<file path="src/rtl/mips_pkg.sv">
// mips_pkg: opcode/funct encodings, FSM states and ALU operations for multicycle_mips
package mips_pkg;
  localparam logic [5:0] OP_RTYPE = 6'b000000;
  localparam logic [5:0] OP_LW    = 6'b100011;
  localparam logic [5:0] OP_SW    = 6'b101011;
  localparam logic [5:0] OP_BEQ   = 6'b000100;
  localparam logic [5:0] OP_BNE   = 6'b000101;
  localparam logic [5:0] OP_J     = 6'b000010;
  localparam logic [5:0] FN_ADD   = 6'b100000;
  localparam logic [5:0] FN_SUB   = 6'b100010;
  localparam logic [5:0] FN_SLT   = 6'b101010;
  typedef enum logic [2:0] {FETCH, DECODE, EXEC, MEM, WB, HALT} state_t;
  typedef enum logic [1:0] {ALU_ADD, ALU_SUB, ALU_SLT, ALU_EQ} alu_op_t;
endpackage

</file>
<file path="src/rtl/mips_alu.sv">
// mips_alu: combinational 32-bit ADD/SUB/signed SLT/EQ
module mips_alu
  import mips_pkg::*;
(
  input  logic [31:0] a,
  input  logic [31:0] b,
  input  alu_op_t     op,
  output logic [31:0] y
);
  always_comb
    y = op == ALU_ADD ? a + b :
        op == ALU_SUB ? a - b :
        op == ALU_SLT ? {31'b0, $signed(a) < $signed(b)} :
                        {31'b0, a == b};
endmodule

</file>
<file path="src/rtl/multicycle_mips.sv">
// multicycle_mips: FSM-sequenced MIPS subset core with handshaked memories; J decoded only when MIPS_MC_JUMP_EN is defined
module multicycle_mips
  import mips_pkg::*;
#(
  parameter int ADDR_W = 32,
  parameter logic [ADDR_W-1:0] RESET_PC = '0
) (
  input  logic              clk,
  input  logic              rst,
  output logic              inst_req,
  output logic [ADDR_W-1:0] inst_addr,
  input  logic              inst_ack,
  input  logic [31:0]       inst,
  output logic              data_req,
  output logic              data_wr,
  output logic [ADDR_W-1:0] data_addr,
  output logic [31:0]       data_out,
  input  logic              data_ack,
  input  logic [31:0]       data_in,
  output logic              retire,
  output logic              halted
);
  state_t state, state_n;
  logic [31:0] ir, a, b, imm, alu_q, mdr, alu_b, alu_y, pc4, tgt;
  logic [31:0] rf [32];
  logic [ADDR_W-1:0] pc;
  logic [5:0] op, fn;
  logic [4:0] rs, rt, rd;
  logic rtype, is_br, is_j, legal, take;
  alu_op_t alu_op;
  assign {op, rs, rt, rd} = ir[31:11];
  assign fn = ir[5:0];
  assign inst_addr = pc;
  mips_alu u_alu (.a(a), .b(alu_b), .op(alu_op), .y(alu_y));
  always_comb begin
    rtype = op == OP_RTYPE;
    is_br = op == OP_BEQ || op == OP_BNE;
`ifdef MIPS_MC_JUMP_EN
    is_j = op == OP_J;
`else
    is_j = 1'b0;
`endif
    legal = (rtype && (fn == FN_ADD || fn == FN_SUB || fn == FN_SLT)) ||
            op == OP_LW || op == OP_SW || is_br || is_j;
    alu_op = is_br ? ALU_EQ : !rtype ? ALU_ADD : fn == FN_SUB ? ALU_SUB : fn == FN_SLT ? ALU_SLT : ALU_ADD;
    alu_b = rtype || is_br ? b : imm;
    pc4 = 32'(pc) + 32'd4;
    take = is_j || (is_br && (alu_y[0] ^ (op == OP_BNE)));
    tgt = is_j ? {pc4[31:28], ir[25:0], 2'b00} : pc4 + {imm[29:0], 2'b00};
    state_n = state;
    case (state)
      FETCH:   state_n = inst_req && inst_ack ? DECODE : FETCH;
      DECODE:  state_n = legal ? EXEC : HALT;
      EXEC:    state_n = is_br || is_j ? FETCH : rtype ? WB : MEM;
      MEM:     state_n = data_req && data_ack ? (op == OP_SW ? FETCH : WB) : MEM;
      WB:      state_n = FETCH;
      default: state_n = HALT;
    endcase
  end
  always_ff @(posedge clk) begin
    if (rst) begin
      state <= FETCH;
      pc <= RESET_PC;
      inst_req <= 1'b0;
      data_req <= 1'b0;
      data_wr <= 1'b0;
      data_addr <= '0;
      data_out <= '0;
      retire <= 1'b0;
      halted <= 1'b0;
      for (int i = 0; i < 32; i++) rf[i] <= '0;
    end else begin
      state <= state_n;
      // requests are asserted on entry to their state and drop on leaving it
      inst_req <= state_n == FETCH;
      data_req <= state_n == MEM;
      retire <= state_n == FETCH && state != FETCH;
      halted <= state_n == HALT;
      case (state)
        FETCH: if (inst_req && inst_ack) ir <= inst;
        DECODE: begin
          a <= rf[rs];
          b <= rf[rt];
          imm <= {{16{ir[15]}}, ir[15:0]};
        end
        EXEC: begin
          alu_q <= alu_y;
          pc <= take ? ADDR_W'(tgt) : ADDR_W'(pc4);
          if (state_n == MEM) begin
            data_addr <= ADDR_W'(alu_y);
            data_out <= b;
            data_wr <= op == OP_SW;
          end
        end
        MEM: if (data_req && data_ack) mdr <= data_in;
        WB: if ((rtype ? rd : rt) != 5'd0) rf[rtype ? rd : rt] <= rtype ? alu_q : mdr;
        default: ;
      endcase
    end
  end
endmodule
</file>
<file path="config.mk">
export PLATFORM = sky130hd
export DESIGN_NAME = multicycle_mips
export DESIGN_NICKNAME = d
export VERILOG_FILES = /design/src/rtl/mips_pkg.sv /design/src/rtl/mips_alu.sv /design/src/rtl/multicycle_mips.sv
export SDC_FILE = /design/constraint.sdc
export NUM_CORES = 2
export LEC_CHECK = 0
export ABC_AREA = 0
export CAP_MARGIN = 20
export CORE_MARGIN = 3
export CORE_UTILIZATION = 45
export CTS_BUF_LIST = sky130_fd_sc_hd__clkbuf_8
export CTS_CLUSTER_SIZE = 12
export DETAILED_ROUTE_END_ITERATION = 6
export PLACE_DENSITY = 0.63
export SYNTH_ARGS = -nofsm -noshare
export SYNTH_HDL_FRONTEND = slang
export SYNTH_SLANG_ARGS = --single-unit
</file>
<file path="constraint.sdc">
create_clock -name clk -period 7.9 [get_ports clk]
set_input_delay 1.185 -clock clk [delete_from_list [all_inputs] [get_ports clk]]
set_output_delay 1.185 -clock clk [all_outputs]
set_load 0.01 [all_outputs]
</file>
==> flow_summary.yaml <==
clocking:
  clk_latency_ns: 0.95
  cts-root-buf: "clkbuf_8"
  hold_buffers: 0
  cts.reportedPaths.clkPinSlew_ns: 0.06
  ctsResizeCount: 0
  cts_buffer_depth: 3
  postCtsSetupRepairBufs: 0
  htreeDepth: 4
  cts.sinks: 1302
  cts-buffers-inserted: 210
  cts_tree: "yes"
grt:
  use_met3: 0.08997
  track_usage: 0.2898
  grt_use_met1: 0.3917
  grt_pass1_wl_mm: 317.5
  grt.met2_usage: 0.4413
  grt.busiest_layer: "met2"
  antenna_found_initial: 11
  grt_max_degree: 129
  grt-ovfl-total: 0
  grt_pass1_vias: 44940
power_and_ir_drop:
  pwr_density_cell_mw_per_mm2: 193.8
  fin_total_pwr_w: 0.01470
  vdd.ir_drop.worst_mv: 0.1662
  leakagePower_nw: 26.76
place:
  place_ws_ns: 1.597
  post_dp_cell_area_mm2: 0.07176
  gp_congestion: 0.9312
  io_buffers: 166
  dp_hpwl_mm: 134.4
setup_path:
  endpoint_kind: "register"
  arrival_ns: 7.08
  crit-reg2reg-launch: "ir[26]"
  cp_top_family: "simple AND/OR/NAND/NOR gates"
  worst-path-buf-inv: 0
  critPathMostFrequentCell: "nand2_1"
  cp_slowest_cell: "nand2_1"
  worstSetupStartpointType: "register"
  r2r_end: "inst_addr[31]"
  ff2ff_path_depth: 16
  crit_fanout: 23
  crit_path_end: "inst_addr[31]"
  cp_data_required_time_ns: 8.70
  path_cells: "nor4_1 -> nand2_4 -> nand2_1 -> nand2_1 -> nand2_1 -> ha_1 -> or3_1 -> nor4_1 -> a31oi_2 -> nor2_2 -> mux2_2 -> o21ai_0 -> o41ai_2 -> a21oi_1 -> mux2i_1 -> mux2_1"
  path_class: "register to register"
  startpoint: "ir[26]"
  cp_num_cells: 16
  critPathMaxStageDelay_ns: 0.86
  r2r_slack_ns: 1.62
floorplanning:
  core_area_mm2: 0.1480
  die_area_mm2: 0.1541
  initial_core_util: 0.4544
  fp.dieH_um: 392.6
  io_pins: 169
  row_count: 141
  die_w_um: 392.6
finish:
  syn_to_final_growth_pct: 12.82
  multi_input_area_mm2: 0.02789
  seq_area_mm2: 0.03808
  fillers: 12400
  layout-drive-gt1-share: 0.2310
  num-nets-final: 5201
  final_area_mm2: 0.07588
yosys:
  async_flop_share: 0
  avgSynthCellArea_um2: 13.69
  yosys_register_bits: 1302
  synth_seq_area_share: 0.5662
  syn_inst: 4914
  ys_types: 89
  synth-main-ff-cell: "edfxtp_1"
  synth_edf_count: 1200
  synth_warnings: 0
  synth_area_mm2: 0.06725
drt:
  vias: 46160
  drt_iter0_markers: 6281
  drt_pass1_iterations: 7
  detail-route-antenna-nets: 0
  routed_wl_mm: 224.3
  drc: 0
  wire_per_inst_um: 31.41
  routed_via_density: 6.465
sta:
  finClkSkew_ns: 0.05415
  drv_slew: 0
  slew_headroom: 0.2482
  fin_ws_ns: 1.621
  tightest_slew_ns: 1.128
  hold_violations: 0
  finalSetupViolations: 0
  setup_tns_ns: 0
  fin_crit_ns: 6.279
  rsz0062_at_grt: "no"
  fmax_ghz: 0.1593
  post-route-period-util: 0.7948
hold_path:
  hold_path.class: "register to register"
flow_run:
  maxCapViolCount: 0
status:
  status: "finished, final reports clean"
through the flow:
step | std cells | hold slack, ns | utilization
3_3_place_gp | 6727 | 0.4057 | 0.4823
4_1_cts | 7121 | 0.4268 | 0.5107
3_5_place_dp | 6742 | 0.4140 | 0.4848
2_1_floorplan | 4947 | 0.4003 | -
5_1_grt | 7136 | 0.4308 | 0.5126
6_report | 7140 | 0.4267 | 0.5126
cells by family (layout without fill, tap and decap cells):
logic type / Yosys count / count (layout) / share of synthesized area
adder cells (fa/ha/maj): 96 / 96 / 0.01820
flip-flops: 1302 / 1302 / 0.5662
AND/OR/NAND/NOR: 1741 / 1741 / 0.1064
XOR/XNOR: 48 / 48 / 0.006251
multiplexers: 716 / 716 / 0.2264
other: 1 / 40 / 0.00005576
AO/OA/AOI/OAI: 481 / 481 / 0.04672
buffers and inverters: 529 / 786 / 0.02984
routing by layer:
metal / vias up / share of wire
li1: 18870 / -
met1: 23630 / 0.37
met2: 3111 / 0.45
met3: 547 / 0.13
met4: 6 / 0.040
met5: - / 0.00016
Yosys cell counts, types with 11 or more instances:
| master | instances | area, um2 |
|---|---|---|
| buf_1 | 61 | 229.0 |
| nand2b_1 | 43 | 269.0 |
| mux4_2 | 640 | 14410 |
| ha_1 | 93 | 1164 |
| edfxtp_1 | 1200 | 36030 |
| nor3b_1 | 14 | 105.1 |
| mux2_2 | 35 | 394.1 |
| xnor2_1 | 29 | 254.0 |
| and3_1 | 11 | 68.82 |
| a211oi_1 | 24 | 180.2 |
| clkbuf_1 | 371 | 1393 |
| a21oi_1 | 166 | 830.8 |
| or3_1 | 13 | 81.33 |
| nand2_1 | 387 | 1453 |
| nand3_1 | 35 | 175.2 |
| a31oi_1 | 25 | 156.4 |
| o21a_1 | 14 | 105.1 |
| dfxtp_1 | 102 | 2042 |
| inv_1 | 88 | 330.3 |
| mux2i_1 | 39 | 390.4 |
| nor2_1 | 1119 | 4200 |
| and2_1 | 13 | 81.33 |
| a21o_1 | 33 | 247.7 |
| a221oi_1 | 14 | 122.6 |
| xor2_1 | 19 | 166.4 |
| nor3_1 | 30 | 150.1 |
| o21bai_1 | 22 | 165.2 |
| o21ai_0 | 68 | 340.3 |
| nor2b_1 | 12 | 75.07 |
| nand4_1 | 14 | 87.58 |
report_power, final:
part	internal [W]	switching, W	total, W	leakage (nW)
sequential	0.00775	0.000125	0.00787	13.0
combinational	0.000555	0.000763	0.00132	11.5
clock	0.00270	0.00281	0.00551	2.26
worst min-delay path by stage:
stage	start	end	cells after the start
floorplan	ir[10]	imm[10]	0
global placement	ir[7]	imm[7]	0
detailed placement	ir[7]	imm[7]	0
CTS	ir[7]	imm[7]	0
global route	ir[7]	imm[7]	0
finish	ir[7]	imm[7]	0
registers in the layout, summed over array words and instances, names as in the netlist, 16 cells and up:
register,cells
a,32
alu_q,32
b,32
data_addr,32
data_out,32
imm,16
inst_addr,30
ir,32
mdr,32
rf,1024
cells in the final DEF, fill, tap and decap left out, types with 15 or more instances in the layout:
cell,Yosys,layout
clkdlybuf4s50_1,0,165
nand2_1,387,365
clkinv_1,1,46
mux2_2,35,35
xor2_1,19,19
nor3_1,30,28
a21oi_1,166,166
xnor2_1,29,29
a211oi_1,24,24
buf_12,0,26
nand2b_2,0,31
o21ai_0,68,68
dfxtp_1,102,102
a31oi_1,25,25
edfxtp_1,1200,1200
clkbuf_8,0,223
nand2_2,0,21
ha_1,93,93
a21o_1,33,33
nor2_1,1119,1115
nand3_1,35,35
mux2i_4,0,33
mux4_2,640,640
buf_4,2,117
o21bai_1,22,22
conb_1,1,34
inv_1,88,170
clkinv_2,0,15
cell type report:
type                            count  share of cell area
Sequential cell                  1302              0.5018
Multi-Input combinational cell   3116              0.3675
Timing Repair Buffer              318             0.04362
Clock buffer                      223             0.04045
Tap cell                         1930             0.03183
Clock inverter                    156             0.01014
Inverter                           89            0.004403
Antenna cell                        6           0.0001979
No activity file was read; power rests on OpenSTA's default activity.
